===== src/rtl/usb_pkg.sv =====
// rtl/usb_pkg.sv - shared USB PID encodings, state codes and payload limit
package usb_pkg;

  localparam logic [3:0] PID_OUT   = 4'b0001;
  localparam logic [3:0] PID_IN    = 4'b1001;
  localparam logic [3:0] PID_DATA0 = 4'b0011;
  localparam logic [3:0] PID_DATA1 = 4'b1011;
  localparam logic [3:0] PID_ACK   = 4'b0010;
  localparam logic [3:0] PID_NAK   = 4'b1010;

  localparam logic [6:0] MAX_BYTES_DEFAULT = 7'd64;

  typedef logic [3:0] state_t;

  localparam state_t S_IDLE          = 4'd0;
  localparam state_t S_WAIT_OUT_TOK  = 4'd1;
  localparam state_t S_WAIT_DATA     = 4'd2;
  localparam state_t S_RX_DATA       = 4'd3;
  localparam state_t S_SEND_ACK      = 4'd4;
  localparam state_t S_WAIT_TX_HS    = 4'd5;
  localparam state_t S_WAIT_IN_TOK   = 4'd6;
  localparam state_t S_SEND_NAK      = 4'd7;
  localparam state_t S_WAIT_NAK_TX   = 4'd8;
  localparam state_t S_SEND_DATA     = 4'd9;
  localparam state_t S_WAIT_DATA_TX  = 4'd10;
  localparam state_t S_WAIT_HOST_ACK = 4'd11;
  localparam state_t S_ERR           = 4'd12;

  function automatic logic is_data_pid(input logic [3:0] pid);
    return (pid == PID_DATA0) || (pid == PID_DATA1);
  endfunction

endpackage


===== src/rtl/usb_txn_ctrl_if.sv =====
// rtl/usb_txn_ctrl_if.sv - RX/TX/buffer/status signal bundle around the transaction sequencer
interface usb_txn_ctrl_if;

  logic [3:0] rx_packet;
  logic       rx_data_ready;
  logic       rx_transfer_active;
  logic       rx_error;
  logic       tx_transfer_active;
  logic       tx_error;
  logic [6:0] buffer_occupancy;
  logic       host_data_valid;
  logic [3:0] tx_packet;
  logic       tx_start;
  logic       d_mode;
  logic       clear_buf;
  logic       rx_done;
  logic       tx_done;
  logic       txn_error;

  modport slave (
    input  rx_packet, rx_data_ready, rx_transfer_active, rx_error,
    input  tx_transfer_active, tx_error, buffer_occupancy, host_data_valid,
    output tx_packet, tx_start, d_mode, clear_buf, rx_done, tx_done, txn_error
  );

  modport master (
    output rx_packet, rx_data_ready, rx_transfer_active, rx_error,
    output tx_transfer_active, tx_error, buffer_occupancy, host_data_valid,
    input  tx_packet, tx_start, d_mode, clear_buf, rx_done, tx_done, txn_error
  );

endinterface


===== src/rtl/usb_timeout_cnt.sv =====
// rtl/usb_timeout_cnt.sv - saturating bus-turnaround timer with expiry compare
module usb_timeout_cnt #(
  parameter logic [15:0] TIMEOUT_CYC = 16'd1000
) (
  input  logic        clk,
  input  logic        n_rst,
  input  logic        clear_i,
  input  logic        enable_i,
  output logic [15:0] count_o,
  output logic        expired_o
);

  logic [15:0] count_q, count_d;

  always_comb begin
    count_d = count_q;
    if (clear_i)
      count_d = 16'd0;
    else if (enable_i && (count_q != 16'hFFFF))
      count_d = count_q + 16'd1;
  end

  always_ff @(posedge clk or negedge n_rst) begin
    if (!n_rst) count_q <= 16'd0;
    else        count_q <= count_d;
  end

  assign count_o   = count_q;
  assign expired_o = (count_q >= (TIMEOUT_CYC - 16'd1));

endmodule


===== src/rtl/usb_txn_ctrl.sv =====
// rtl/usb_txn_ctrl.sv - endpoint transaction sequencer: token/data/handshake phases and status
module usb_txn_ctrl
  import usb_pkg::*;
#(
  parameter logic [15:0] TIMEOUT_CYC = 16'd1000,
  parameter logic [6:0]  MAX_BYTES   = MAX_BYTES_DEFAULT
) (
  input  logic           clk,
  input  logic           n_rst,
  usb_txn_ctrl_if.slave  bus
);

  state_t      state_q, state_d;
  logic        rx_act_q, tx_act_q;
  logic        rx_fall, tx_fall;
  logic        rx_done_d, tx_done_d, host_ack;
  logic        tx_start_q, d_mode_q, clear_buf_q, rx_done_q, tx_done_q, txn_error_q;
  logic [3:0]  tx_packet_q, tx_packet_d;
  logic        txn_error_d;
  logic        timer_clr, timer_en, timer_expired;
  logic [15:0] timer_count;

  assign rx_fall = rx_act_q & ~bus.rx_transfer_active;
  assign tx_fall = tx_act_q & ~bus.tx_transfer_active;

  always_comb begin
    state_d   = state_q;
    rx_done_d = 1'b0;
    tx_done_d = 1'b0;
    host_ack  = 1'b0;
    case (state_q)
      S_IDLE: begin
        if (bus.rx_packet == PID_OUT)     state_d = S_WAIT_OUT_TOK;
        else if (bus.rx_packet == PID_IN) state_d = S_WAIT_IN_TOK;
        else if (bus.rx_packet != 4'd0)   state_d = S_ERR;
      end
      S_WAIT_OUT_TOK:
        if (rx_fall) state_d = bus.rx_error ? S_ERR : S_WAIT_DATA;
      S_WAIT_DATA: begin
        // a PID landing on the expiry cycle takes priority over the timeout
        if (is_data_pid(bus.rx_packet))  state_d = S_RX_DATA;
        else if (bus.rx_packet != 4'd0)  state_d = S_ERR;
        else if (timer_expired)          state_d = S_ERR;
      end
      S_RX_DATA:
        if (!bus.rx_transfer_active)
          state_d = (bus.rx_error || (bus.buffer_occupancy > MAX_BYTES)) ? S_ERR : S_SEND_ACK;
      S_SEND_ACK:  state_d = S_WAIT_TX_HS;
      S_WAIT_TX_HS: begin
        if (bus.tx_error) state_d = S_ERR;
        else if (tx_fall) begin
          state_d   = S_IDLE;
          rx_done_d = 1'b1;
        end
      end
      S_WAIT_IN_TOK: begin
        if (rx_fall) begin
          if (bus.rx_error)             state_d = S_ERR;
          else if (!bus.host_data_valid) state_d = S_SEND_NAK;
          else                           state_d = S_SEND_DATA;
        end
      end
      S_SEND_NAK:  state_d = S_WAIT_NAK_TX;
      S_WAIT_NAK_TX: begin
        if (bus.tx_error)  state_d = S_ERR;
        else if (tx_fall)  state_d = S_IDLE;
      end
      S_SEND_DATA: state_d = S_WAIT_DATA_TX;
      S_WAIT_DATA_TX: begin
        if (bus.tx_error)  state_d = S_ERR;
        else if (tx_fall)  state_d = S_WAIT_HOST_ACK;
      end
      S_WAIT_HOST_ACK: begin
        if (bus.rx_packet == PID_ACK) begin
          state_d   = S_IDLE;
          tx_done_d = 1'b1;
          host_ack  = 1'b1;
        end
        else if (bus.rx_packet != 4'd0) state_d = S_ERR;
        else if (timer_expired)         state_d = S_ERR;
      end
      S_ERR:   state_d = S_IDLE;
      default: state_d = S_IDLE;
    endcase
  end

  assign timer_en  = (state_q == S_WAIT_DATA) || (state_q == S_WAIT_HOST_ACK);
  assign timer_clr = ((state_d == S_WAIT_DATA)     && (state_q != S_WAIT_DATA)) ||
                     ((state_d == S_WAIT_HOST_ACK) && (state_q != S_WAIT_HOST_ACK));

  usb_timeout_cnt #(.TIMEOUT_CYC(TIMEOUT_CYC)) u_timer (
    .clk       (clk),
    .n_rst     (n_rst),
    .clear_i   (timer_clr),
    .enable_i  (timer_en),
    .count_o   (timer_count),
    .expired_o (timer_expired)
  );

  always_comb begin
    tx_packet_d = 4'd0;
    case (state_d)
      S_SEND_ACK:  tx_packet_d = PID_ACK;
      S_SEND_NAK:  tx_packet_d = PID_NAK;
      S_SEND_DATA: tx_packet_d = PID_DATA0;
      default:     tx_packet_d = 4'd0;
    endcase
  end

  always_comb begin
    txn_error_d = txn_error_q;
    if (state_d == S_ERR)
      txn_error_d = 1'b1;
    else if ((state_q == S_IDLE) && ((bus.rx_packet == PID_OUT) || (bus.rx_packet == PID_IN)))
      txn_error_d = 1'b0;
  end

  // outputs are registered from the next state so they line up with the state they describe
  always_ff @(posedge clk or negedge n_rst) begin
    if (!n_rst) begin
      state_q     <= S_IDLE;
      rx_act_q    <= 1'b0;
      tx_act_q    <= 1'b0;
      tx_start_q  <= 1'b0;
      tx_packet_q <= 4'd0;
      d_mode_q    <= 1'b0;
      clear_buf_q <= 1'b0;
      rx_done_q   <= 1'b0;
      tx_done_q   <= 1'b0;
      txn_error_q <= 1'b0;
    end else begin
      state_q     <= state_d;
      rx_act_q    <= bus.rx_transfer_active;
      tx_act_q    <= bus.tx_transfer_active;
      tx_start_q  <= (state_d == S_SEND_ACK) || (state_d == S_SEND_NAK) || (state_d == S_SEND_DATA);
      tx_packet_q <= tx_packet_d;
      d_mode_q    <= (state_d == S_SEND_ACK)  || (state_d == S_WAIT_TX_HS)  ||
                     (state_d == S_SEND_NAK)  || (state_d == S_WAIT_NAK_TX) ||
                     (state_d == S_SEND_DATA) || (state_d == S_WAIT_DATA_TX);
      clear_buf_q <= (state_d == S_ERR) || host_ack;
      rx_done_q   <= rx_done_d;
      tx_done_q   <= tx_done_d;
      txn_error_q <= txn_error_d;
    end
  end

  assign bus.tx_start  = tx_start_q;
  assign bus.tx_packet = tx_packet_q;
  assign bus.d_mode    = d_mode_q;
  assign bus.clear_buf = clear_buf_q;
  assign bus.rx_done   = rx_done_q;
  assign bus.tx_done   = tx_done_q;
  assign bus.txn_error = txn_error_q;

endmodule


===== src/flat_wrapper.sv =====
// flat-port wrapper written by rule: the top's interface ports become plain ports
module usb_txn_ctrl_flat import usb_pkg::*;
#(
  parameter logic [15:0] TIMEOUT_CYC = 16'd1000,
  parameter logic [6:0]  MAX_BYTES   = MAX_BYTES_DEFAULT
)
  (clk, n_rst, bus_rx_packet, bus_rx_data_ready, bus_rx_transfer_active, bus_rx_error, bus_tx_transfer_active, bus_tx_error, bus_buffer_occupancy, bus_host_data_valid, bus_tx_packet, bus_tx_start, bus_d_mode, bus_clear_buf, bus_rx_done, bus_tx_done, bus_txn_error);
  usb_txn_ctrl_if bus_i ();
  input  logic clk;
  input  logic n_rst;
  input wire logic [$bits(bus_i.rx_packet)-1:0] bus_rx_packet;
  input wire logic [$bits(bus_i.rx_data_ready)-1:0] bus_rx_data_ready;
  input wire logic [$bits(bus_i.rx_transfer_active)-1:0] bus_rx_transfer_active;
  input wire logic [$bits(bus_i.rx_error)-1:0] bus_rx_error;
  input wire logic [$bits(bus_i.tx_transfer_active)-1:0] bus_tx_transfer_active;
  input wire logic [$bits(bus_i.tx_error)-1:0] bus_tx_error;
  input wire logic [$bits(bus_i.buffer_occupancy)-1:0] bus_buffer_occupancy;
  input wire logic [$bits(bus_i.host_data_valid)-1:0] bus_host_data_valid;
  output wire logic [$bits(bus_i.tx_packet)-1:0] bus_tx_packet;
  output wire logic [$bits(bus_i.tx_start)-1:0] bus_tx_start;
  output wire logic [$bits(bus_i.d_mode)-1:0] bus_d_mode;
  output wire logic [$bits(bus_i.clear_buf)-1:0] bus_clear_buf;
  output wire logic [$bits(bus_i.rx_done)-1:0] bus_rx_done;
  output wire logic [$bits(bus_i.tx_done)-1:0] bus_tx_done;
  output wire logic [$bits(bus_i.txn_error)-1:0] bus_txn_error;
  assign bus_i.rx_packet = bus_rx_packet;
  assign bus_i.rx_data_ready = bus_rx_data_ready;
  assign bus_i.rx_transfer_active = bus_rx_transfer_active;
  assign bus_i.rx_error = bus_rx_error;
  assign bus_i.tx_transfer_active = bus_tx_transfer_active;
  assign bus_i.tx_error = bus_tx_error;
  assign bus_i.buffer_occupancy = bus_buffer_occupancy;
  assign bus_i.host_data_valid = bus_host_data_valid;
  assign bus_tx_packet = bus_i.tx_packet;
  assign bus_tx_start = bus_i.tx_start;
  assign bus_d_mode = bus_i.d_mode;
  assign bus_clear_buf = bus_i.clear_buf;
  assign bus_rx_done = bus_i.rx_done;
  assign bus_tx_done = bus_i.tx_done;
  assign bus_txn_error = bus_i.txn_error;
  usb_txn_ctrl #(.TIMEOUT_CYC(TIMEOUT_CYC), .MAX_BYTES(MAX_BYTES)) u_core (.clk(clk), .n_rst(n_rst), .bus(bus_i));
endmodule

===== config.mk =====
export PLATFORM = sky130hd
export DESIGN_NAME = usb_txn_ctrl_flat
export DESIGN_NICKNAME = d
export VERILOG_FILES = /design/src/rtl/usb_pkg.sv /design/src/rtl/usb_txn_ctrl_if.sv /design/src/rtl/usb_timeout_cnt.sv /design/src/rtl/usb_txn_ctrl.sv /design/src/flat_wrapper.sv
export SDC_FILE = /design/constraint.sdc
export NUM_CORES = 1
export LEC_CHECK = 0
export CAP_MARGIN = 5
export CORE_MARGIN = 2
export CORE_UTILIZATION = 30
export DETAILED_ROUTE_END_ITERATION = 7
export GPL_TIMING_DRIVEN = 1
export PLACE_DENSITY_LB_ADDON = 0.15
export SYNTH_ARGS = -nofsm -noshare
export SYNTH_HDL_FRONTEND = slang
export SYNTH_SLANG_ARGS = --single-unit

===== constraint.sdc =====
create_clock -name clk -period 5.9 [get_ports clk]
set_clock_uncertainty 0.2 [all_clocks]
set_input_delay 1.18 -clock clk [delete_from_list [all_inputs] [get_ports clk]]
set_output_delay 1.18 -clock clk [all_outputs]
set_load 0.005 [all_outputs]

==> impl_metrics.json <==
{
  "antenna_found_initial": 0,
  "post-place-ws_ns": 2.36,
  "yosys-top-cells-area": "dfrtp_1 41%, nor2_1 6.0%, nand2_1 4.2%",
  "hold_buffers": 0,
  "arrival_ns": 3.24,
  "ys.warnings.count": 0,
  "yosys.area.top_type": "dfrtp_1",
  "cp_max_fo": 5,
  "worst_pin_slew_ns": 0.563,
  "intPower_mw": 0.614,
  "dp_hpwl_mm": 3.10,
  "final_cells": 316,
  "utilization_pct": 38.4,
  "whs_ns": 0.317,
  "vdd_drop_max_mv": 0.210,
  "area_growth_pct": 22.9,
  "first_pass_iters": 4,
  "synthArstFlopShare_pct": 100,
  "finalPower_mw": 1.03,
  "crit_top_cell": "nor3b_1",
  "synth_nets": 233,
  "path_cells": "clkdlybuf4s50_1, nor3b_1, nand2_1, a31oi_1, o2111ai_2, nand2b_1, nor3b_1",
  "seq_power_share_pct": 41.7,
  "ys.flop_type": "dfrtp_1",
  "power_leakage_nw": 0.860,
  "slowest_delay_ns": 0.52,
  "clock_path_buffers": 2,
  "switching_share_pct": 40.4,
  "slowest_stage": "nor3b_1",
  "vias_per_cell": 5.13,
  "fin_crit_ns": 3.24,
  "setup_ws_ns": 2.66,
  "clockPowerShare_pct": 18.0,
  "max_freq_mhz": 309,
  "die_h_um": 83.0,
  "cellPowerDensity_nw_per_um2": 447,
  "cts_tree": "built",
  "wire_per_inst_um": 13.9,
  "place_inst": 308,
  "wl_mm": 4.40,
  "antenna_left": 0,
  "worstSetupEndpointType": "register",
  "rsz0062_at_grt": "no",
  "relSlewSlack_pct": 62.4,
  "gp_congestion": 0.799,
  "final_cell_mix": "31 x dfrtp_1, 30 x nor2_1, 26 x clkdlybuf4s50_1",
  "p_switching_mw": 0.415,
  "n_antenna_cell": 0,
  "hold_viol_final": 0,
  "cts_buffers": 5,
  "setup_tns_ns": 0,
  "ios": 29,
  "post_cts_buffers": 0,
  "maxSlewViolCount": 0,
  "cts.repair.resized": 0,
  "syn_avg_cell_area_um2": 8.79,
  "portBuffers": 26,
  "fin_area_um2": 2300,
  "cts_root_buffer": "clkbuf_8",
  "p_comb_share_pct": 40.2,
  "start_util_pct": 31.3,
  "placed_cell_area_um2": 2200,
  "num_rows": 28,
  "layout_commonest_cell": "dfrtp_1",
  "vias": 1621,
  "grt_pass1_wl_mm": 7.74,
  "period_share_pct": 54.9,
  "ys_ff_latch": 31,
  "synth_top_area_share_pct": 41.4,
  "die_x_um": 83.0,
  "syn_inst": 213,
  "htree_levels": 2,
  "nets": 260,
  "cp-start-kind": "primary input",
  "die-area_um2": 6890,
  "drive_gt1_share_pct": 6.64,
  "setup_viol": 0,
  "drt_iter0_drc": 116,
  "core_um2": 5990,
  "clk_pin_slew_ns": 0.06,
  "grt_max_degree": 32,
  "first_global_vias": 1585,
  "clk-insertion-delay-late_ns": 0.28,
  "synth_area_um2": 1870,
  "max-cap-violations": 0,
  "worstPathRequired_ns": 5.89,
  "drc": 0,
  "status": "completed",
  "synth_edf_count": 0,
  "overflow": 0,
  "min_path_type": "register to register",
  "grt_usage_pct": 13.7,
  "clock_sinks": 31,
  "ys_seq_area_share_pct": 41.4,
  "ys_types": 50,
  "crit_type": "primary input to register"
}
-- final cells by class --
type	count	area, µm²
Fill cell	607	3690
Multi-Input combinational cell	173	1050
Sequential cell	31	776
Timing Repair Buffer	28	275
Clock buffer	8	100
Tap cell	75	93.8
Inverter	1	3.75
-- kinds of logic (layout without fill, tap and decap cells) --
| family | Yosys count | in the layout | synth area share, % |
|---|---|---|---|
| and+or+nand+nor | 113 | 113 | 32.1 |
| AOI/OAI and AO/OA | 41 | 41 | 15.2 |
| DFF | 31 | 31 | 41.4 |
| xor gates and xnor gates | 16 | 16 | 7.48 |
| buffers and inverters | 9 | 37 | 2.34 |
| adders and majority gates | 1 | 1 | 0.668 |
| other | 1 | 1 | 0.200 |
| muxes | 1 | 1 | 0.534 |
-- power groups by stage --
stage | Sequential [mW] | Combinational, mW | Clock (mW)
after CTS | 0.429 | 0.420 | 0.193
after floorplan | 0.371 | 0.347 | 0
final | 0.430 | 0.414 | 0.186
after global placement | 0.434 | 0.416 | 0
after global routing | 0.446 | 0.473 | 0.201
after detailed placement | 0.433 | 0.417 | 0
-- worst max-delay path, delay by kind of cell --
family	cells	cell delay (ns)
AO/OA/AOI/OAI	2	0.47
AND/OR/NAND/NOR	4	1.08
buffers and inverters	1	0.50
-- worst paths after layout --
| check | start | to | slack, ns | depth (start not counted) |
|---|---|---|---|---|
| max | bus_tx_error | u_core.bus.tx_packet[0]$_DFF_PN0_ | 2.66 | 7 |
| min | u_core.bus.txn_error$_DFFE_PN0P_ | u_core.bus.txn_error$_DFFE_PN0P_ | 0.32 | 2 |
| max reg2reg | u_core.state_q[3]$_DFF_PN0_ | u_core.u_timer.count_o[13]$_DFFE_PN0P_ | 3.61 | 6 |
| min reg2reg | u_core.bus.txn_error$_DFFE_PN0P_ | u_core.bus.txn_error$_DFFE_PN0P_ | 0.32 | 2 |
| max in group asynchronous | n_rst | u_core.u_timer.count_o[11]$_DFFE_PN0P_ | 4.12 | 2 |
| min in group asynchronous | n_rst | u_core.rx_act_q$_DFF_PN0_ | 1.10 | 2 |
-- flip-flops by register name (all words and copies together) (netlist names) --
signal,cells
u_core.state_q,4
u_core.bus.d_mode,1
u_core.rx_act_q,1
u_core.bus.clear_buf,1
u_core.bus.txn_error,1
u_core.tx_act_q,1
u_core.bus.rx_done,1
u_core.bus.tx_packet,3
u_core.bus.tx_done,1
u_core.bus.tx_start,1
u_core.u_timer.count_o,16
-- layer usage --
layer | GRT usage (%) | vias up | wire length, µm
met5 | 0 | - | 0
met4 | 6.41 | 0 | 127
met3 | 3.48 | 13 | 215
met2 | 19.0 | 37 | 1900
met1 | 19.9 | 751 | 2150
li1 | - | 820 | -
-- cell usage after synthesis (5+ instances only) --
master,number
a21oi_1,10
nand3_1,9
nor2_1,30
nor2b_1,9
nand2b_1,8
xnor2_1,7
nor3b_1,5
nand2_1,21
xor2_1,9
buf_2,5
nor4_1,5
o21ai_0,8
dfrtp_1,31
nand4_1,5
No activity file was read; power rests on OpenSTA's default activity.
